**src/rtl/memory_bus_initiator_pkg.sv**
```systemverilog
// Memory bus packet types plus the initiator's FSM state encoding.
package memory_bus_initiator_pkg;

   localparam int BUS_DATA_W = 64;
   localparam int BUS_SRC_W  = 4;

   typedef enum logic {
      bus_read_data  = 1'b0,
      bus_write_data = 1'b1
   } bus_packet_type_t;

   typedef logic [BUS_DATA_W-1:0] bus_packet_payload_t;
   typedef logic [BUS_SRC_W-1:0]  memory_bus_source_t;

   typedef struct packed {
      bus_packet_type_t    ptype;
      logic [63:0]         address;
      bus_packet_payload_t payload;
   } BusPacket;

   typedef enum logic [1:0] {
      IDLE,
      ISSUE,
      WAIT_RESP,
      RESPOND
   } memory_bus_initiator_state_t;

endpackage

```
**src/rtl/bus_response_watchdog.sv**
```systemverilog
// Read-response watchdog: counts cycles while run is high, restarts from zero
// whenever run drops, and flags expiry on the LIMIT-th running cycle.
module bus_response_watchdog #(
   parameter int LIMIT = 1024
) (
   input  logic clk,
   input  logic reset,
   input  logic run,
   output logic expired
);
   localparam int CW = $clog2(LIMIT + 1);

   logic [CW-1:0] count;

   always_ff @(posedge clk or posedge reset) begin
      if (reset)         count <= '0;
      else if (!run)     count <= '0;
      else if (!expired) count <= count + CW'(1);
   end

   assign expired = run && (count == CW'(LIMIT - 1));

endmodule

```
**src/rtl/memory_bus_initiator.sv**
```systemverilog
// Single-outstanding memory bus requester: client request -> bus packet ->
// (reads) matching response -> one-cycle completion. Optional read timeout
// is enabled by defining MEMORY_BUS_INITIATOR_TIMEOUT_EN.
module memory_bus_initiator
   import memory_bus_initiator_pkg::*;
#(
   parameter int SOURCE_ID      = 0,
   parameter int SRC_W          = 4,
   parameter int TIMEOUT_CYCLES = 1024
) (
   input  logic             clk,
   input  logic             reset,
   input  logic             req_valid,
   output logic             req_ready,
   input  logic             req_write,
   input  logic [63:0]      req_addr,
   input  logic [63:0]      req_wdata,
   output logic             resp_valid,
   output logic [63:0]      resp_rdata,
   output logic             resp_error,
   output logic             bus_req_valid,
   input  logic             bus_req_ready,
   output bus_packet_type_t bus_req_type,
   output logic [63:0]      bus_req_address,
   output logic [63:0]      bus_req_payload,
   output logic [SRC_W-1:0] bus_req_source,
   input  logic             bus_resp_valid,
   input  logic [63:0]      bus_resp_payload,
   input  logic [SRC_W-1:0] bus_resp_dest
);

   if (TIMEOUT_CYCLES < 1) begin : g_bad_timeout
      $error("TIMEOUT_CYCLES must be at least 1");
   end

   memory_bus_initiator_state_t state, state_n;
   BusPacket    pkt;
   logic [63:0] rdata;
   logic        resp_hit;
   logic        timed_out;

   assign resp_hit = bus_resp_valid && (bus_resp_dest == SRC_W'(SOURCE_ID));

`ifdef MEMORY_BUS_INITIATOR_TIMEOUT_EN
   logic error;

   bus_response_watchdog #(.LIMIT(TIMEOUT_CYCLES)) u_watchdog (
      .clk     (clk),
      .reset   (reset),
      .run     (state == WAIT_RESP),
      .expired (timed_out)
   );

   // A matching response in the expiry cycle still wins over the timeout.
   always_ff @(posedge clk or posedge reset) begin
      if (reset)                                             error <= 1'b0;
      else if (state == IDLE && req_valid)                   error <= 1'b0;
      else if (state == WAIT_RESP && !resp_hit && timed_out) error <= 1'b1;
   end

   assign resp_error = (state == RESPOND) && error;
`else
   assign timed_out  = 1'b0;
   assign resp_error = 1'b0;
`endif

   always_ff @(posedge clk or posedge reset) begin
      if (reset) state <= IDLE;
      else       state <= state_n;
   end

   always_comb begin
      state_n = state;
      unique case (state)
         IDLE:      if (req_valid) state_n = ISSUE;
         ISSUE:     if (bus_req_ready)
                       state_n = (pkt.ptype == bus_write_data) ? RESPOND : WAIT_RESP;
         WAIT_RESP: if (resp_hit || timed_out) state_n = RESPOND;
         RESPOND:   state_n = IDLE;
         default:   state_n = IDLE;
      endcase
   end

   // Request latch; rdata stays 0 for writes and timed-out reads.
   always_ff @(posedge clk or posedge reset) begin
      if (reset) begin
         pkt   <= '0;
         rdata <= '0;
      end else if (state == IDLE && req_valid) begin
         pkt.ptype   <= req_write ? bus_write_data : bus_read_data;
         pkt.address <= req_addr;
         pkt.payload <= req_write ? req_wdata : '0;
         rdata       <= '0;
      end else if (state == WAIT_RESP && resp_hit) begin
         rdata <= bus_resp_payload;
      end
   end

   // All outputs decode registered state only; bus fields read 0 when idle.
   assign req_ready       = (state == IDLE) && !reset;
   assign bus_req_valid   = (state == ISSUE);
   assign bus_req_type    = bus_req_valid ? pkt.ptype : bus_read_data;
   assign bus_req_address = bus_req_valid ? pkt.address : '0;
   assign bus_req_payload = bus_req_valid ? pkt.payload : '0;
   assign bus_req_source  = bus_req_valid ? SRC_W'(SOURCE_ID) : '0;
   assign resp_valid      = (state == RESPOND);
   assign resp_rdata      = resp_valid ? rdata : '0;

endmodule

```
**config.mk**
```make
export PLATFORM = sky130hd
export DESIGN_NAME = memory_bus_initiator
export DESIGN_NICKNAME = d
export VERILOG_FILES = /design/src/rtl/memory_bus_initiator_pkg.sv /design/src/rtl/bus_response_watchdog.sv /design/src/rtl/memory_bus_initiator.sv
export SDC_FILE = /design/constraint.sdc
export NUM_CORES = 1
export LEC_CHECK = 0
export ABC_AREA = 1
export ABC_CLOCK_PERIOD_IN_PS = 11400
export CORE_AREA = 2 2 155 157
export DETAILED_ROUTE_END_ITERATION = 8
export DIE_AREA = 0 0 157 159
export PLACE_DENSITY = 0.79
export RECOVER_POWER = 50
export SLEW_MARGIN = 10
export SYNTH_ARGS = -nofsm -noshare
export SYNTH_HDL_FRONTEND = slang
export SYNTH_SLANG_ARGS = --single-unit
export TNS_END_PERCENT = 5
```
**constraint.sdc**
```tcl
create_clock -name clk -period 11.4 [get_ports clk]
set_input_delay 2.85 -clock clk [delete_from_list [all_inputs] [get_ports clk]]
set_output_delay 2.85 -clock clk [all_outputs]
set_load 0.02 [all_outputs]
```
# --- After elaboration in Yosys (flattened, before gate mapping) ---
# Cells that the tools add are included.
totals:
  register_bits: 195
  output_inout_bits: 201
  elab_cells: 33
classes:
  n_eq_ne: 6
  mux: 13
  n_reduce_logical: 9
ops:
  columns: ["op", "count"]
  rows:
  - ["$mux 64", 6]
  - ["$pmux 2 s4", 1]
  - ["$mux 2", 3]
  - ["$eq 2x2->1 const B", 2]
  - ["$logic_and 1x1->1", 4]
  - ["$logic_not 4->1", 1]
  - ["$ne 2x2->1 const B", 2]
  - ["$mux 1", 3]
  - ["$reduce_and 3->1", 1]
  - ["$eq 2x1->1 const B", 1]
  - ["$logic_not 2->1", 1]
  - ["$ne 2x1->1 const B", 1]
  - ["$reduce_bool 2->1", 1]
  - ["$logic_not 1->1", 1]

# --- Logic depth before layout (Yosys ltp) ---
# Gate-level depths: netlist of the first run.
logic_depth:
  word_depth: 5
  depth_mapped: 9
  ltp_nobuf: 8

# --- Worst setup path before layout of the first run ---
# Ideal clock, no wire load.
synth_timing:
  kind: "in2out"
  from: "in reset"
  to: "out req_ready"
  arrival_time_ns: 3.143
  path_slack_ns: 5.407
  path_stages: 1
  path_buffers: 0
  cell_sequence: "nor2_1"
synth_via:
  elab_chain_cells: 2
synth_rtl:
  columns: ["element", "line", "text"]
  rows:
  - ["start, declared", "memory_bus_initiator.sv:12", "input logic reset,"]
  - ["$logic_not 1->1", "memory_bus_initiator.sv:100", "assign req_ready = (state == IDLE) && !reset;"]
  - ["$logic_and 1x1->1", "memory_bus_initiator.sv:100", null]
  - ["end, declared", "memory_bus_initiator.sv:14", "output logic req_ready,"]
# Every way passes these cells.

# --- Worst setup path after layout of the first run ---
layout_timing:
  from: "in req_valid"
  to: "reg pkt[116] in the netlist's numbering"
layout_via:
  elab_chain_cells: 1
layout_rtl:
  columns: ["element", "line", "text"]
  rows:
  - ["start, declared", "memory_bus_initiator.sv:13", "input logic req_valid,"]
  - ["$logic_and 1x1->1", "memory_bus_initiator.sv:89", "end else if (state == IDLE && req_valid) begin"]
  - ["end, declared", "memory_bus_initiator.sv:37", "BusPacket pkt;"]
# Every way passes these cells.
# A chain may end at the register's enable or synchronous reset.

==> results of run 1 <==
## per-layer routing
layer / up-vias / global-route usage (%)
met5: - / 0
met4: 0 / 7.55
met3: 44 / 6.56
met2: 327 / 36.2
met1: 4192 / 27.0
li1: 4459 / -
## layout make-up
cell class                      instances  area share (%)
Clock buffer                           20            3.13
Clock inverter                         12           0.906
Inverter                              202            5.44
Multi-Input combinational cell        802            23.9
Sequential cell                       195            35.0
Tap cell                              319            2.86
Timing Repair Buffer                  403            28.8
## tightest hold or removal path, cell delays in order (launching register included)
cell,delay [ns]
dfrtp_1,0.35
nand2_1,0.05
nand2_1,0.05
## flip-flops by register name, summed over array words and instances (netlist names)
signal / flops
state: 2
pkt: 129
rdata: 64
## power breakdown
part | internal [W] | leakage, nW | switching [W]
combinational | 0.000443 | 5.09 | 0.000668
clock | 0.000307 | 0.255 | 0.000283
sequential | 0.000913 | 2.56 | 0.000127
total | 0.00166 | 7.91 | 0.00108
## logic make-up after synthesis
logic type	count (synthesis)	synth area share, %
other	1	0.0397
buffers and inverters	289	13.2
AO/OA/AOI/OAI	66	3.50
flip-flops	195	51.7
AND/OR/NAND/NOR	726	30.9
adder cells (fa/ha/maj)	5	0.663
## layout by cell type (no fill, tap or decap)
| cell | Yosys | layout |
|---|---|---|
| nor2_1 | 3 | 3 |
| clkinv_4 | 0 | 1 |
| nand2_1 | 589 | 590 |
| clkbuf_1 | 26 | 3 |
| o21ai_0 | 65 | 65 |
| inv_1 | 201 | 201 |
| nand3_1 | 130 | 131 |
| buf_2 | 36 | 1 |
| conb_1 | 1 | 5 |
| inv_6 | 0 | 1 |
| dfrtp_1 | 195 | 195 |
| clkinvlp_4 | 0 | 6 |
| clkdlybuf4s50_1 | 0 | 393 |
| ha_2 | 0 | 1 |
| bufinv_16 | 0 | 1 |
| clkinvlp_2 | 0 | 1 |
| nand4_2 | 1 | 1 |
| clkbuf_16 | 0 | 17 |
| ha_4 | 0 | 1 |
| nor2_8 | 1 | 1 |
| buf_4 | 8 | 6 |
| a21oi_1 | 1 | 1 |
| ha_1 | 5 | 3 |
| dlygate4sd3_1 | 0 | 3 |
| inv_8 | 0 | 3 |
## stage by stage
stage	util, %	power (W)	instance area, um^2
after floorplan	-	0.00171	9460
after global placement	57.9	0.00214	13400
after detailed placement	57.9	0.00217	13400
after CTS	60.3	0.00277	14000
after global routing	60.2	0.00293	14000
final	60.2	0.00274	14000
## worst paths after layout
path	from	endpoint	slack, ns	cells after the start
worst min register to register	pkt[116]	pkt[116]	0.48	2
worst min-delay path	pkt[116]	pkt[116]	0.48	2
min in group asynchronous	reset	pkt[14]	4.75	2
max in group asynchronous	reset	pkt[47]	3.95	3
worst max-delay path	req_valid	pkt[116]	3.04	5
worst max register to register	state[0]	pkt[116]	5.13	6
==> run_results.csv, run 1 <==
group,metric,value,unit
synthesis,synthFlopType,"dfrtp_1",
global_route,grt_pass1_vias,8713,
cells_and_area,final_cells,1953,
floorplanning,fp.dieH,159,um
detailed_routing,firstDrtPassIters,7,
cts,hold_buffers,0,
place,hpwlAfterDp,18700,um
cells_and_area,regArea,0.00488,mm^2
setup_path,slowest_delay,2.38,ns
detailed_routing,viasPerCell,4.62,
floorplanning,die_w,157,um
setup_path,crit_chain,"dlygate4sd3_1 -> nand2_1 -> inv_1 -> nand2_1 -> nand2_1",
synthesis,yosysTopAreaCell,"dfrtp_1",
setup_path,critPathKind,"in2reg",
synthesis,synthArstFlopShare,100,%
synthesis,synth_area_leaders,"dfrtp_1 52%, nand2_1 23%, inv_1 8.0%, nand3_1 6.9%, o21ai_0 3.4%",
synthesis,synth_area,0.00944,mm^2
synthesis,synth_edf_count,0,
detailed_routing,top_layer,"met4",
flow_run,cap_violations,3,
synthesis,synthCells,1282,
setup_path,path_buf_inv,2,
sta,tightest_slew,5.90,ns
global_route,grt_usage,21.8,%
synthesis,yosys_warnings,0,
synthesis,synthDominantCellAreaShare,51.7,%
sta,rsz0062_at_grt,"false",
synthesis,synth_cell_types,19,
cells_and_area,multi_input_area,0.00334,mm^2
setup_path,crit_slowest_cell,"nand2_1",
cells_and_area,nNetsFinal,1828,
floorplanning,start_util,40.7,%
place,routabilityCongestion,0.828,
setup_path,crit_family,"simple AND/OR/NAND/NOR gates",
global_route,grt_pass1_wl,43800,um
sta,fin_crit,8.36,ns
global_route,grt_antenna_before_repair,0,
sta,min_period_over_period,73.3,%
sta,setup_viol,0,
floorplanning,core_area,0.0232,mm^2
cts,cts_root_buf,"clkbuf_16",
synthesis,netlist_top_cells_count,"589 x nand2_1, 201 x inv_1, 195 x dfrtp_1",
setup_path,startpoint_type,"primary input",
cts,cts-buffers-inserted,17,
run_status,status,"finished with violations",
global_route,gr-total-overflow,0,
cells_and_area,drive_above_1_share,2.51,%
sta,slew_headroom,-295,%
sta,fmax,120,MHz
setup_path,cp.required,11.70,ns
detailed_routing,wl_met2,13300,um
cts,path_clk_slew,0.07,ns
floorplanning,io_pins,403,
cts,post_cts_buffers,0,
setup_path,path_common_cell,"nand2_1",
cts,cts_tree,"yes",
power,peakVddDrop,0.113,mV
detailed_routing,num_vias,9022,
place,port-buffer-count,397,
detailed_routing,drtAntennaViolNets,0,
floorplanning,dieArea,0.0250,mm^2
detailed_routing,wl,27600,um
synthesis,avgSynthCellArea,7.36,um^2
sta,slew_violations,311,
cells_and_area,num-fill-cells,2007,
sta,final.setup.worst_slack,3.04,ns
power,power_leakage,7.91,nW
cts,cts_resized,0,
sta,hold_viol,0,
place,dp.cells,1921,
detailed_routing,wl_met3,2300,um
setup_path,critPathArrivalTime,8.66,ns
detailed_routing,avgRoutedWirePerCell,14.1,um
sta,skew,0.0118,ns
synthesis,yosysMostFrequentCell,"nand2_1",
cts,clock_path_buffers,2,
cts,clkSinkCount,195,
setup_path,path_max_fanout,113,
cts,cts_htree_levels,4,
floorplanning,rows,56,
run_status,violations,"capacitance limit, slew limit",
detailed_routing,m1WireLength,11300,um
global_route,grt_max_degree,131,
detailed_routing,post-route-drc-count,0,
cells_and_area,area_growth,47.8,%
sta,finalSetupTns,0,ns
synthesis,synth-seq-cells,195,
power,pwr_density_cell,196,mW/mm^2
setup_path,end_kind,"flop",
detailed_routing,drt_iter0_markers,701,
synthesis,ys_seq_area_share,51.7,%
cts,clock_latency,0.43,ns
cells_and_area,insertedDiodeCount,0,
sta,whs,0.482,ns
place,pre_cts_ws,4.45,ns
hold_path,hold_path_class,"reg2reg",
(Power assumes the default switching activity.)
==> run 2: changes to the inputs <==
--- a/config.mk
+++ b/config.mk
@@ -6,11 +6,11 @@
 export NUM_CORES = 1
 export LEC_CHECK = 0
 export ABC_AREA = 1
-export ABC_CLOCK_PERIOD_IN_PS = 11400
-export CORE_AREA = 2 2 155 157
+export ABC_CLOCK_PERIOD_IN_PS = 7500
+export CORE_MARGIN = 1.5
+export CORE_UTILIZATION = 39
 export DETAILED_ROUTE_END_ITERATION = 8
-export DIE_AREA = 0 0 157 159
-export PLACE_DENSITY = 0.79
+export PLACE_DENSITY = 0.8
 export RECOVER_POWER = 50
 export SLEW_MARGIN = 10
 export SYNTH_ARGS = -nofsm -noshare
==> constraint.sdc (replaced) <==
create_clock -name clk -period 7.5 [get_ports clk]
set_input_delay 1.875 -clock clk [delete_from_list [all_inputs] [get_ports clk]]
set_output_delay 1.875 -clock clk [all_outputs]
set_load 0.02 [all_outputs]
==> run 2 against run 1 <==
  * The run still ends with capacitance limit, slew limit left
  * Sequential share of layout area down 0.094 points
  * Clock power up 55%
  * Final cell count about the same
  * Die area up 0.74%
  * Flip-flop and latch count unchanged
  * Worst hold slack better by 0.0015 ns
  * Combinational power up 50%
  * Largest power group unchanged
==> run_results.csv, run 2 (same netlist as run 1, synthesis figures left out) <==
group,metric,value,unit
run_status,status,"finished with violations",
run_status,violations,"capacitance limit, slew limit",
cells_and_area,num-fill-cells,2064,
power,p_seq_share,38.2,%
detailed_routing,drt_iter0_markers,697,
cts,post_cts_buffers,0,
power,p_total,0.00419,W
sta,skew,0.0109,ns
detailed_routing,drtAntennaViolNets,0,
cells_and_area,drive_above_1_share,2.75,%
place,place_area,0.0134,mm^2
power,peakVddDrop,0.155,mV
sta,setup_viol,0,
cells_and_area,area_growth,48.2,%
cts,cts_tree,"yes",
detailed_routing,firstDrtPassIters,5,
cells_and_area,layout_commonest_cell,"nand2_1",
detailed_routing,num_vias,9055,
floorplanning,die_w,159,um
cells_and_area,largest_reg_flops,129,
global_route,grt_pass1_wl,42900,um
cts,clkSinkCount,195,
cells_and_area,nNetsFinal,1829,
global_route,grt_usage,21.9,%
setup_path,path_max_fanout,136,
cts,cts_htree_levels,4,
flow_run,cap_violations,2,
floorplanning,fp.dieH,159,um
cts,clock_path_buffers,2,
cts,path_clk_slew,0.08,ns
power,power_frac_comb,40.0,%
cells_and_area,insertedDiodeCount,0,
detailed_routing,avgRoutedWirePerCell,14.4,um
sta,slew_headroom,-110,%
detailed_routing,post-route-drc-count,0,
cells_and_area,reg_top3,"pkt: 129 flops, rdata: 64 flops, state: 2 flops",
global_route,gr-total-overflow,0,
setup_path,critPathKind,"in2reg",
cts,cts_resized,0,
sta,finalSetupTns,0,ns
floorplanning,core_area,0.0236,mm^2
power,p_clk_share,21.8,%
place,port-buffer-count,397,
sta,tightest_slew,3.16,ns
floorplanning,dieArea,0.0251,mm^2
power,pwr_density_cell,299,mW/mm^2
floorplanning,rows,56,
power,sw_frac_of_total,40.1,%
setup_path,end_kind,"flop",
global_route,grt_pass1_vias,8528,
global_route,grt_max_degree,139,
place,hpwlAfterDp,19600,um
cts,hold_buffers,0,
cells_and_area,final_cell_mix,"589 x nand2_1, 393 x clkdlybuf4s50_1, 200 x inv_1",
detailed_routing,wl,28200,um
floorplanning,io_pins,403,
sta,rsz0062_at_grt,"false",
cts,clock_latency,0.43,ns
power,switchingPower,0.00168,W
cells_and_area,final_util,59.3,%
power,power_leakage,7.94,nW
cts,cts-buffers-inserted,17,
sta,hold_viol,0,
cells_and_area,final_area,0.0140,mm^2
sta,fmax,172,MHz
detailed_routing,viasPerCell,4.63,
setup_path,cp.required,7.85,ns
floorplanning,start_util,40.0,%
cells_and_area,regMostFlops,"pkt",
power,p_int,0.00251,W
global_route,grt_antenna_before_repair,0,
sta,min_period_over_period,77.3,%
place,routabilityCongestion,0.828,
setup_path,critPathArrivalTime,6.15,ns
hold_path,hold_path_class,"reg2reg",
setup_path,startpoint_type,"primary input",
sta,fin_crit,5.80,ns
sta,slew_violations,218,
cts,cts_root_buf,"clkbuf_16",
## run 2: cell count changes in the layout (fill, tap and decap cells not counted), sizes merged
cell,before,now
clkinvlp,7,1
bufinv,1,0
buf,7,6
clkinv,1,4
clkbuf,20,21
inv,205,210
## run 2: power by group through the flow
stage               clock network (W)  registers (W)  logic (W)
finish                       0.000912        0.00160    0.00167
global route                 0.000975        0.00164    0.00186
CTS                          0.000933        0.00160    0.00170
detailed placement                  0        0.00161    0.00169
global placement                    0        0.00160    0.00165
floorplan                           0        0.00154    0.00107
## run 2: through the flow
step | std cells | setup slack (ns) | hold slack [ns]
2_1_floorplan | 1286 | 0.313 | 0.449
5_1_grt | 1954 | 1.25 | 0.503
6_report | 1954 | 1.70 | 0.483
4_1_cts | 1954 | 2.47 | 0.485
3_3_place_gp | 1922 | 2.49 | 0.462
3_5_place_dp | 1922 | 2.47 | 0.465
## run 2: final timing paths
check | from | end | slack, ns | cells past startpoint
setup / recovery | req_valid | rdata[61] | 1.70 | 5
hold / removal | pkt[89] | pkt[89] | 0.48 | 2
setup reg to reg | state[0] | rdata[61] | 2.85 | 6
hold reg to reg | pkt[89] | pkt[89] | 0.48 | 2
max in group asynchronous | reset | rdata[58] | 2.05 | 3
min in group asynchronous | reset | pkt[20] | 2.86 | 2
## run 2: cell type report
cell class,count,area (um^2),area share (%)
clock inverters,13,138,0.984
clock buffers,19,443,3.17
flip-flops and latches,195,4880,34.9
multi-input cells,802,3360,24.0
repair buffers,404,4020,28.7
inverters,202,762,5.45
well taps,319,399,2.85
## run 2: worst max-delay path: stages
cell and delay, ns:
dlygate4sd3_1 0.63, nand2_8 0.48, clkbuf_1 2.29, nand3_1 0.46
nand2_1 0.17
## run 2: layer usage
layer / track usage [%] / vias to the layer above / part of all wire, %
met5: 0 / - / 0
met3: 6.34 / 51 / 8.2
met4: 7.12 / 0 / 2.6
met1: 26.2 / 4200 / 40
met2: 37.6 / 336 / 49
li1: - / 4468 / -
